==> src/rtl/z_writeback.sv <==
// Result stage after the ALU: captures the 64-bit result into Z and writes it back
// over a 32-bit valid/ready bus (LO then HI for MUL/DIV, one GPR word otherwise).
module z_writeback #(
    parameter int unsigned DATA_W = 32
) (
    input  logic                  clk,
    input  logic                  reset,
    input  logic [2*DATA_W-1:0]   alu_c,
    input  logic [3:0]            alu_select,
    input  logic                  start,
    input  logic                  flush,
    input  logic                  bus_ready,
    output logic [DATA_W-1:0]     bus_out,
    output logic                  bus_valid,
    output logic [1:0]            dest,
    output logic [2*DATA_W-1:0]   z_out,
    output logic                  busy,
    output logic                  done,
    output logic                  overrun
);

    localparam int unsigned Z_W = 2 * DATA_W;

    localparam logic [1:0] ST_IDLE  = 2'd0;
    localparam logic [1:0] ST_WB_LO = 2'd1;
    localparam logic [1:0] ST_WB_HI = 2'd2;
    localparam logic [1:0] ST_DONE  = 2'd3;

    localparam logic [1:0] DEST_NONE = 2'b00;
    localparam logic [1:0] DEST_GPR  = 2'b01;
    localparam logic [1:0] DEST_LO   = 2'b10;
    localparam logic [1:0] DEST_HI   = 2'b11;

    // Op codes that produce any writeback at all.
    function automatic logic op_defined(input logic [3:0] sel);
        logic res;
        case (sel)
            4'b0000, 4'b0100, 4'b1001, 4'b1011: res = 1'b0;
            default:                            res = 1'b1;
        endcase
        return res;
    endfunction

    // MUL and DIV produce a two-word result.
    function automatic logic op_wide(input logic [3:0] sel);
        return (sel == 4'b0011) || (sel == 4'b0101);
    endfunction

    logic [1:0]        state;
    logic [1:0]        state_n;
    logic [3:0]        sel_q;
    logic [3:0]        sel_n;
    logic [Z_W-1:0]    z_n;
    logic              overrun_n;
    logic [DATA_W-1:0] bus_out_n;
    logic              bus_valid_n;
    logic [1:0]        dest_n;
    logic              busy_n;
    logic              done_n;
    logic              xfer;

    assign xfer = bus_valid & bus_ready;

    // Next state, captured operands, and registered outputs derived from the next state.
    always_comb begin
        state_n     = state;
        sel_n       = sel_q;
        z_n         = z_out;
        overrun_n   = overrun | (start & (state != ST_IDLE));
        bus_out_n   = '0;
        bus_valid_n = 1'b0;
        dest_n      = DEST_NONE;
        done_n      = 1'b0;

        case (state)
            ST_IDLE: begin
                if (start && !flush) begin
                    z_n     = alu_c;
                    sel_n   = alu_select;
                    state_n = op_defined(alu_select) ? ST_WB_LO : ST_DONE;
                end
            end
            ST_WB_LO: begin
                if (xfer) state_n = op_wide(sel_q) ? ST_WB_HI : ST_DONE;
            end
            ST_WB_HI: begin
                if (xfer) state_n = ST_DONE;
            end
            default: state_n = ST_IDLE;
        endcase

        if (flush) state_n = ST_IDLE;

        case (state_n)
            ST_WB_LO: begin
                bus_valid_n = 1'b1;
                bus_out_n   = z_n[DATA_W-1:0];
                dest_n      = op_wide(sel_n) ? DEST_LO : DEST_GPR;
            end
            ST_WB_HI: begin
                bus_valid_n = 1'b1;
                bus_out_n   = z_n[Z_W-1:DATA_W];
                dest_n      = DEST_HI;
            end
            ST_DONE: done_n = 1'b1;
            default: ;
        endcase

        busy_n = (state_n != ST_IDLE);
    end

    always_ff @(posedge clk or posedge reset) begin
        if (reset) begin
            state     <= ST_IDLE;
            sel_q     <= '0;
            z_out     <= '0;
            overrun   <= 1'b0;
            bus_out   <= '0;
            bus_valid <= 1'b0;
            dest      <= DEST_NONE;
            busy      <= 1'b0;
            done      <= 1'b0;
        end else begin
            state     <= state_n;
            sel_q     <= sel_n;
            z_out     <= z_n;
            overrun   <= overrun_n;
            bus_out   <= bus_out_n;
            bus_valid <= bus_valid_n;
            dest      <= dest_n;
            busy      <= busy_n;
            done      <= done_n;
        end
    end

endmodule

==> config.mk <==
export PLATFORM = sky130hd
export DESIGN_NAME = z_writeback
export DESIGN_NICKNAME = d
export VERILOG_FILES = /design/src/rtl/z_writeback.sv
export SDC_FILE = /design/constraint.sdc
export NUM_CORES = 1
export LEC_CHECK = 0
export ABC_AREA = 0
export CORE_AREA = 2 2 109 111
export CTS_CLUSTER_DIAMETER = 150
export CTS_CLUSTER_SIZE = 30
export DETAILED_ROUTE_END_ITERATION = 10
export DIE_AREA = 0 0 111 113
export PLACE_DENSITY = 0.78
export SLEW_MARGIN = 15
export SYNTH_ARGS = -nofsm -noshare
export SYNTH_HDL_FRONTEND = slang
export SYNTH_SLANG_ARGS = --single-unit
==> constraint.sdc <==
create_clock -name clk -period 3.15 [get_ports clk]
set_input_delay 0.4725 -clock clk [delete_from_list [all_inputs] [get_ports clk]]
set_output_delay 0.4725 -clock clk [all_outputs]
set_load 0.01 [all_outputs]
Yosys cells after proc, flatten, opt, wreduce, memory -nomap -nowiden
Cells that the tools add are included.
{"block": "word_totals", "ff_bits": 108, "output_inout_bits": 102, "elab_cells": 53}
{"block": "classes", "reduce_logical": 10, "n_mux": 19, "bitwise_logic": 3, "eq_ne": 12}
{"cell": "$mux W64", "n": 2}
{"cell": "$pmux W32 S2", "n": 1}
{"cell": "$eq A4 B3 Y1 const B", "n": 3}
{"cell": "$mux W2", "n": 6}
{"cell": "$eq A4 B2 Y1 const B", "n": 2}
{"cell": "$eq A4 B4 Y1 const B", "n": 2}
{"cell": "$mux W4", "n": 2}
{"cell": "$eq A2 B2 Y1 const B", "n": 3}
{"cell": "$mux W1", "n": 6}
{"cell": "$pmux W2 S3", "n": 1}
{"cell": "$eq A2 B1 Y1 const B", "n": 2}
{"cell": "$logic_not A4 Y1", "n": 1}
{"cell": "$pmux W2 S2", "n": 1}
{"cell": "$reduce_bool A2 Y1", "n": 2}
{"cell": "$reduce_or A4 Y1", "n": 1}
{"cell": "$and A1 B1 Y1", "n": 2}
{"cell": "$logic_not A2 Y1", "n": 1}
{"cell": "$logic_or A1 B1 Y1", "n": 2}
{"cell": "$reduce_or A2 Y1", "n": 1}
{"cell": "$logic_and A1 B1 Y1", "n": 1}
{"cell": "$logic_not A1 Y1", "n": 1}
{"cell": "$or A1 B1 Y1", "n": 1}

Logic depth before layout (Yosys ltp)
Gate-level depths: netlist of run 1.
{"block": "logic_depth", "word_depth": 12, "ltp_mapped": 10, "ltp_nobuf": 7}

Worst setup path after synthesis of run 1
OpenSTA, ideal clock, no wires.
{"block": "synth_timing", "path_type": "in2reg", "start": "input port bus_ready", "end": "register bus_out[3]", "t_required_ps": 3082, "path_buffers": 3, "stages": 9, "slack_ps": 577, "arrival_time_ps": 2505, "setup_ps": 68, "path_cell_list": "nand2_1 > or2_2 > a221o_2 > ha_1 > clkbuf_1 > and2_1 > buf_1 > clkbuf_1 > a32o_1"}
{"block": "synth_via", "elab_chain_len": 6, "word_cells_on_any_way": 8, "classes_between": "2 x eq/ne; 5 x mux; 1 x bitwise"}
{"item": "from (decl)", "line": "12", "source": "input logic bus_ready,"}
{"item": "$and A1 B1 Y1 *", "line": "62", "source": "assign xfer = bus_valid & bus_ready;"}
{"item": "$mux W2 (on tied branches)", "line": "87, 84"}
{"item": "$pmux W2 S3 *", "line": "75", "source": "case (state)"}
{"item": "$mux W2 *", "line": "92", "source": "if (flush) state_n = ST_IDLE;"}
{"item": "$eq A2 B2 Y1 or $eq A2 B1 Y1 (tied branches)", "line": "94", "source": "case (state_n)"}
{"item": "$pmux W32 S2 *", "line": "94"}
{"item": "net bus_out_n[3]", "line": "55", "source": "logic [DATA_W-1:0] bus_out_n;"}
{"item": "to (signal assigned)", "line": "128", "source": "bus_out <= bus_out_n;"}
{"item": "to (decl)", "line": "13", "source": "output logic [DATA_W-1:0] bus_out,"}
Mark *: on every way through the listed nets, which the timed path passes. The rest lies on a longest branch.

Worst setup path in the final report of run 1
{"block": "layout_timing", "start": "input port bus_ready", "end": "register dest[1]"}
{"block": "layout_via", "elab_chain_len": 6, "word_cells_on_any_way": 8, "classes_between": "2 x eq/ne; 5 x mux; 1 x bitwise"}
{"item": "$and A1 B1 Y1 *", "line": "62"}
{"item": "$mux W2 (on tied branches)", "line": "87, 84"}
{"item": "$pmux W2 S3 *", "line": "75"}
{"item": "$mux W2 *", "line": "92"}
{"item": "$eq A2 B2 Y1 or $eq A2 B1 Y1 (tied branches)", "line": "94"}
{"item": "$pmux W2 S2 *", "line": "94"}
{"item": "net dest_n[1]", "line": "57", "source": "logic [1:0] dest_n;"}
{"item": "to (signal assigned)", "line": "130", "source": "dest <= dest_n;"}
{"item": "to (decl)", "line": "15", "source": "output logic [1:0] dest,"}
Marks and branches as above.

==> results of run 1 <==
==> state kept, by name (all words and copies together), names as in the netlist <==
name / flops
bus_out: 32
busy: 1
state: 2
dest: 2
done: 1
z_out: 64
bus_valid: 1
sel_q: 4
overrun: 1
==> kinds of logic (layout without fill, tap and decap cells) <==
family | count (synthesis) | count (layout) | share of synthesized area
flops | 108 | 108 | 0.6186
xor+xnor | 2 | 2 | 0.004010
buf+inv | 25 | 200 | 0.03780
mux | 64 | 64 | 0.1924
simple gates | 31 | 31 | 0.03866
fa+ha+maj | 4 | 4 | 0.01146
compound gates | 42 | 42 | 0.09708
==> final timing paths <==
| kind | to | slack, ps | cells after the start |
|---|---|---|---|
| min | overrun | 470 | 1 |
| min reg2reg | overrun | 470 | 1 |
| max | dest[1] | 590 | 9 |
| max reg2reg | dest[1] | 740 | 7 |
| max in group asynchronous | z_out[10] | 1880 | 3 |
| min in group asynchronous | bus_out[1] | 550 | 2 |
==> critical path: stages <==
cell	delay, ps
clkdlybuf4s50_1	480
nand2_1	60
or2_2	280
a221o_2	410
ha_1	310
buf_4	220
nand2_1	120
nor2_1	60
a221o_1	360
==> stage by stage <==
step           cell area, um^2  setup slack, ps
3_5_place_dp              6232            293.6
3_3_place_gp              6232            335.9
6_report                  6513            593.2
2_1_floorplan             4373            577.4
4_1_cts                   6513            620.2
5_1_grt                   6513            498.7
==> cells in the mapped netlist, drive strengths merged <==
cell type	n
ha	4
nand2b	1
a32o	32
o21a	1
nand2	15
and2	2
a221o	2
dfrtp	108
xor2	1
o221ai	1
inv	3
or2	1
nor2	3
o21ai	3
clkbuf	12
buf	10
xnor2	1
a211oi	1
nor2b	1
nor4b	1
or4b	1
nor3b	1
and3b	1
mux2	64
a41oi	1
nor3	2
nand3	2
a221oi	1
==> layer usage <==
layer	GRT usage	vias to the layer above
li1	-	1359
met1	0.2109	1520
met2	0.2949	114
met3	0.04392	11
met4	0.06583	0
met5	0	-
==> cells in the final DEF (no fill, tap or decap), drive strengths merged <==
master	synthesis	routed
a221oi	1	1
nand3	2	2
a41oi	1	1
clkinvlp	0	3
clkinv	0	2
o221ai	1	1
a221o	2	2
nor3b	1	1
inv	3	2
and2	2	2
o21a	1	1
nor4b	1	1
or4b	1	1
dfrtp	108	108
and3b	1	1
nand2	15	15
nor2	3	3
ha	4	4
xnor2	1	1
clkbuf	12	9
bufinv	0	1
clkdlybuf4s50	0	174
nor2b	1	1
buf	10	9
nor3	2	2
nand2b	1	1
a211oi	1	1
xor2	1	1
a32o	32	32
or2	1	1
mux2	64	64
o21ai	3	3
==> area by class of cell <==
cell class	count	area share
clock buffer	9	0.03458
clock inverter	5	0.008453
inverter	3	0.002305
multi-input combinational	143	0.2305
sequential	108	0.4150
tap	143	0.02747
timing repair buffer	183	0.2817
==> power groups by stage <==
stage	Clock, uW	Sequential [uW]	Combinational, uW
after floorplan	0	2150	705
after global placement	0	1990	1870
after detailed placement	0	2000	1890
after CTS	1100	1990	1910
after global routing	1170	2030	2000
final	1080	1980	1890
==> metrics.md, run 1 <==
| Metric | Value |
|---|---|
| Worst slack on hold paths | `~470 ps` |
| Yosys reg bits | `108` |
| Switching portion of total power | `0.2930` |
| Post-detailed-route count of antenna-violating nets | `0` |
| Antenna cells | `0` |
| Largest net degree at the start of global routing | `66` |
| Routed wl met2 | `around 5500 um` |
| Uppermost layer routed | `met4` |
| Count of distinct cell types in the synthesized netlist | `34` |
| Max-capacitance violation count | `0` |
| Worst-path clk slew | `60 ps` |
| Wire length of the first global-routing pass | `17,040 um` |
| Total global-route track usage | `0.1721` |
| Metal1 wirelength | `between 4000 and 5000 um` |
| Area taken by flip-flops and latches | `0.002703 mm^2` |
| Post-synthesis cell type with the largest combined area | `dfrtp_1` |
| Number of rows created at floorplan | `39` |
| Data arrival time of the critical path | `2770 ps` |
| Final setup violation count | `0` |
| Area delta synth->final | `49.06%` |
| GR Overflow Total | `0` |
| Total number of clock tree sinks | `between 100 and 150` |
| Worst-case clock buffer depth | `2` |
| Post-CTS setup buffer count | `0` |
| Quantity of gates resized following cts | `0` |
| Measured slew at the worst slew-check pin | `595.7 ps` |
| P_int | `about 3500 uW` |
| Share of cells above drive strength 1 | `0.2239` |
| Path category of the worst min-delay check | `reg -> reg` |
| Leakage | `0.002874 uW` |
| Yosys synthesis warning count | `0` |
| TritonCTS clock tree | `done` |
| Fill cell count | `roughly 900` |
| DR vias | `approximately 3k` |
| Placed cell count | `580` |
| Share of the core filled with cells | `0.5778` |
| Initial DRC count | `101` |
| Quantity of hold-fixing buffers added after cts | `0` |
| Pins over their slew limit | `0` |
| GP Congestion | `just under 0.8` |
| Power after layout | `4955 uW` |
| WP data required | `about 3400 ps` |
| Max Clock Skew | `9.136 ps` |
| Crit share post-route | `0.8117` |
| RSZ-0062 raised after global routing | `no` |
| Proportion of power drawn by flip-flops and latches | `0.400` |
| Root buffer cell | `clkbuf_16` |
| Post-route DRC | `0` |
| Number of antenna violations at the first check in global routing | `0` |
| Power per cell area | `760.9 mW/mm^2` |
| Relative slew slack | `0.6021` |
| Initial core utilization | `0.3876` |
| Dpl hpwl | `7615 um` |
| Sum of met3 wire segment lengths after detailed routing | `632 um` |
| Highest attainable clock frequency | `0.3911 GHz` |
| Port Buf Inserts | `174` |
| Via count of the first global-routing pass | `3,227` |
| Core area | `0.01127 mm^2` |
| Reg-to-reg startpoint | `state[1]` |
| Mean post-synth cell area | `about 16 um^2` |
| I/O pin cnt | `175` |
| Net count after synthesis | `~350` |
| Switching power of the nets | `around 1500 uW` |
| Vertical extent of the die | `roughly 110 um` |
| Critical Path Source Type | `input pin` |
| Largest driver fanout on the critical path | `18` |
| Detailed-route wire length | `10,740 um` |
| Accumulated negative setup slack | `0 ps` |
| Area share of the leading cell type in the synthesized netlist | `0.6186` |
| Crit path from | `bus_ready` |
| Post-Synthesis Cells | `approximately 280` |
| Result of the run | `finished clean` |
| Dominant cells by area after synthesis | `dfrtp_1 62%, mux2_4 11%, a32o_2 5.4%, mux2_2 5.4%, mux2_1 2.8%` |
| Count of placed standard cells in the final layout, fillers left out | `between 500 and 600` |
| Routed via count divided by cell count | `5.057` |
| Insertion delay to the later sink of the worst-skew pair | `340 ps` |
| Fraction of power consumed by combinational cells | `0.382` |
| Footprint of the multi-input gates | `0.001501 mm^2` |
| Largest voltage drop on the vdd net | `around 310 uV` |
| DR pass1 iterations | `4` |
| Post-route minimum period | `2557 ps` |
| Share of total power in the clock network | `0.218` |
| Sequential cell area fraction in the yosys report | `0.6186` |
| Startpoint-to-endpoint class of the critical path | `in -> reg` |
| Overall die area | `0.01254 mm^2` |
| Routed length per instance | `18.08 um` |
| Startpoint of the most critical hold path | `overrun` |
| Die boundary width | `111 um` |
| Crit path capture type | `register` |
| Post-synthesis cell area | `between 0.004 and 0.005 mm^2` |
| Number of CTS-inserted buffers | `9` |
| Post-layout nets | `525` |
| Deepest level of the CTS H-tree | `3` |
| Endpoints failing hold | `0` |
No activity file was read; power rests on OpenSTA's default activity.
==> run 2, diff against run 1 <==
- CORE_AREA: 2 2 109 111 -> 2 2 104 106
- DIE_AREA: 0 0 111 113 -> 0 0 106 108
- PLACE_DENSITY: 0.78 -> 0.82
- clock period: 3.15 -> 2.41 ns (I/O delays scaled with it)
==> metrics.md, run 2 (same netlist as run 1, synthesis figures left out) <==
| Metric | Value |
|---|---|
| GR Overflow Total | `0 (unchanged)` |
| Busiest metal layer after global routing | `met2` |
| Measured slew at the worst slew-check pin | `554.3 ps (-41.36 ps)` |
| Wire length of the first global-routing pass | `16,790 um (-1.5%)` |
| Via count of the first global-routing pass | `3,373 (+4.5%)` |
| Critical Path Source Type | `input pin` |
| Data arrival time of the critical path | `2550 ps (-220 ps)` |
| Crit path capture type | `register` |
| Area delta synth->final | `49.51%` |
| Routed length per instance | `18.01 um (-0.37%)` |
| Fill cell count | `753 (-17%)` |
| TritonCTS clock tree | `done` |
| Worst-case clock buffer depth | `2 (unchanged)` |
| Endpoints failing hold | `0 (unchanged)` |
| Number of rows created at floorplan | `37 (-5.1%)` |
| Quantity of hold-fixing buffers added after cts | `0 (unchanged)` |
| Cell area after placement | `0.006304 mm^2 (+1.1%)` |
| Post-route minimum period | `2298 ps` |
| Die boundary width | `106 um (-4.5%)` |
| Max FFs per register | `64 (unchanged)` |
| Met2 GRT Util | `0.3309 (+0.03599)` |
| Startpoint-to-endpoint class of the critical path | `in -> reg` |
| Footprint of the multi-input gates | `0.001515 mm^2 (+0.92%)` |
| Routed via count divided by cell count | `5.134 (+1.5%)` |
| Post-layout nets | `534 (+1.7%)` |
| GR Util met1 | `0.2156 (+0.004770)` |
| Relative slew slack | `0.6305 (+0.02841)` |
| Power per cell area | `957.4 mW/mm^2 (+26%)` |
| Path category of the worst min-delay check | `reg -> reg` |
| GP Congestion | `0.7535 (-4.4%)` |
| Port Buf Inserts | `174 (unchanged)` |
| Quantity of gates resized following cts | `0 (unchanged)` |
| Leakage | `0.002896 uW (+0.76%)` |
| Result of the run | `finished clean` |
| WP data required | `2670 ps (-700 ps)` |
| Most common cell after layout, fill and taps aside | `clkdlybuf4s50_1` |
| Total global-route track usage | `0.1893 (+0.01716)` |
| Core area | `0.01023 mm^2 (-9.2%)` |
| Largest driver fanout on the critical path | `13 (-5)` |
| I/O pin cnt | `175 (unchanged)` |
| Share of cells above drive strength 1 | `0.2468 (+0.02281)` |
| Post-route DRC | `0 (unchanged)` |
| Largest net degree at the start of global routing | `109 (+65%)` |
| Initial DRC count | `123 (+22%)` |
| Antenna cells | `0 (unchanged)` |
| Crit share post-route | `0.9537` |
| Deepest level of the CTS H-tree | `3 (unchanged)` |
| Initial core utilization | `0.4271 (+0.03944)` |
| Largest register by flop count | `z_out` |
| Share of the core filled with cells | `0.6385 (+0.06074)` |
| Number of CTS-inserted buffers | `9 (unchanged)` |
| Final setup violation count | `0 (unchanged)` |
| Dpl hpwl | `7731 um (+1.5%)` |
| Largest voltage drop on the vdd net | `506.2 uV (+62%)` |
| Worst-path clk slew | `100 ps (+40 ps)` |
| Count of placed standard cells in the final layout, fillers left out | `598 (+0.67%)` |
| GR Util met3 | `0.05425 (+0.01033)` |
| Vertical extent of the die | `108 um (-4.4%)` |
| Commonest cells after routing, fill and taps aside | `174 x clkdlybuf4s50_1, 108 x dfrtp_1, 32 x mux2_4, 21 x mux2_2, 21 x a32o_2` |
| Highest attainable clock frequency | `0.4351 GHz` |
| Total number of clock tree sinks | `108 (unchanged)` |
| Number of antenna violations at the first check in global routing | `0 (unchanged)` |
| Worst slack on hold paths | `472.2 ps (+5.782 ps)` |
| Largest registers in the final layout | `z_out (64), bus_out (32), sel_q (4)` |
| DR vias | `3,070 (+2.2%)` |
| Post-CTS setup buffer count | `0 (unchanged)` |
| Fin area | `0.006533 mm^2 (+0.31%)` |
| Overall die area | `0.01145 mm^2 (-8.7%)` |
| Insertion delay to the later sink of the worst-skew pair | `370 ps (+30 ps)` |
| Pins over their slew limit | `0 (unchanged)` |
| Placed cell count | `582 (+0.34%)` |
| Post-detailed-route count of antenna-violating nets | `0 (unchanged)` |
| Area taken by flip-flops and latches | `0.002703 mm^2 (unchanged)` |
| Max Clock Skew | `12.09 ps (+2.956 ps)` |
| Root buffer cell | `clkbuf_8` |
| Max-capacitance violation count | `0 (unchanged)` |
| DR pass1 iterations | `6 (+2)` |
| Detailed-route wire length | `10,770 um (+0.30%)` |
run 2: cell count changes in the layout (fill, tap and decap cells not counted), sizes merged:
cell,previous run,this run
buf,9,18
clkinvlp,3,2
inv,2,5
run 2: path summary, 6_finish.rpt:
| kind | slack (ps) | to | start | depth (start not counted) |
|---|---|---|---|---|
| worst max-delay path | 110 | bus_out[15] | bus_ready | 8 |
| worst min-delay path | 470 | overrun | overrun | 1 |
| worst max register to register | 130 | bus_out[15] | state[0] | 8 |
| worst min register to register | 470 | overrun | overrun | 1 |
| max in group asynchronous | 1500 | bus_out[31] | reset | 3 |
| min in group asynchronous | 520 | z_out[7] | reset | 3 |
run 2: metal layers:
layer / vias up / wire, um
li1: 1373 / -
met1: 1526 / 4141
met2: 142 / 5529
met3: 29 / 729
met4: 0 / 369
met5: - / 0
run 2: cell type report:
class,instances,area share
Timing Repair Buffer,192,0.2930
Clock inverter,7,0.01398
Inverter,3,0.002298
Clock buffer,9,0.01896
Multi-Input combinational cell,143,0.2319
Tap cell,136,0.02605
Sequential cell,108,0.4137
run 2: metrics by stage:
stage,setup slack [ps],power (uW),setup TNS (ps)
after floorplan,-3.002,3745,-44.48
after global placement,-293.4,5063,-8851
after detailed placement,-347.6,5132,-10470
after CTS,42.66,6307,0
after global routing,-4.386,6585,-10.28
final,111.6,6254,0
run 2: worst max-delay path, cell delays in order:
cell and delay, ps:
clkdlybuf4s50_1 500, nand2_1 70, or2_2 290, a221o_2 440, ha_4 240, and2_2 210
buf_4 190, a32o_2 240
run 2: power breakdown:
group | internal [uW] | switching (uW)
clock | 506 | 648
sequential | 2310 | 276
combinational | 1500 | 1010
total | 4320 | 1930
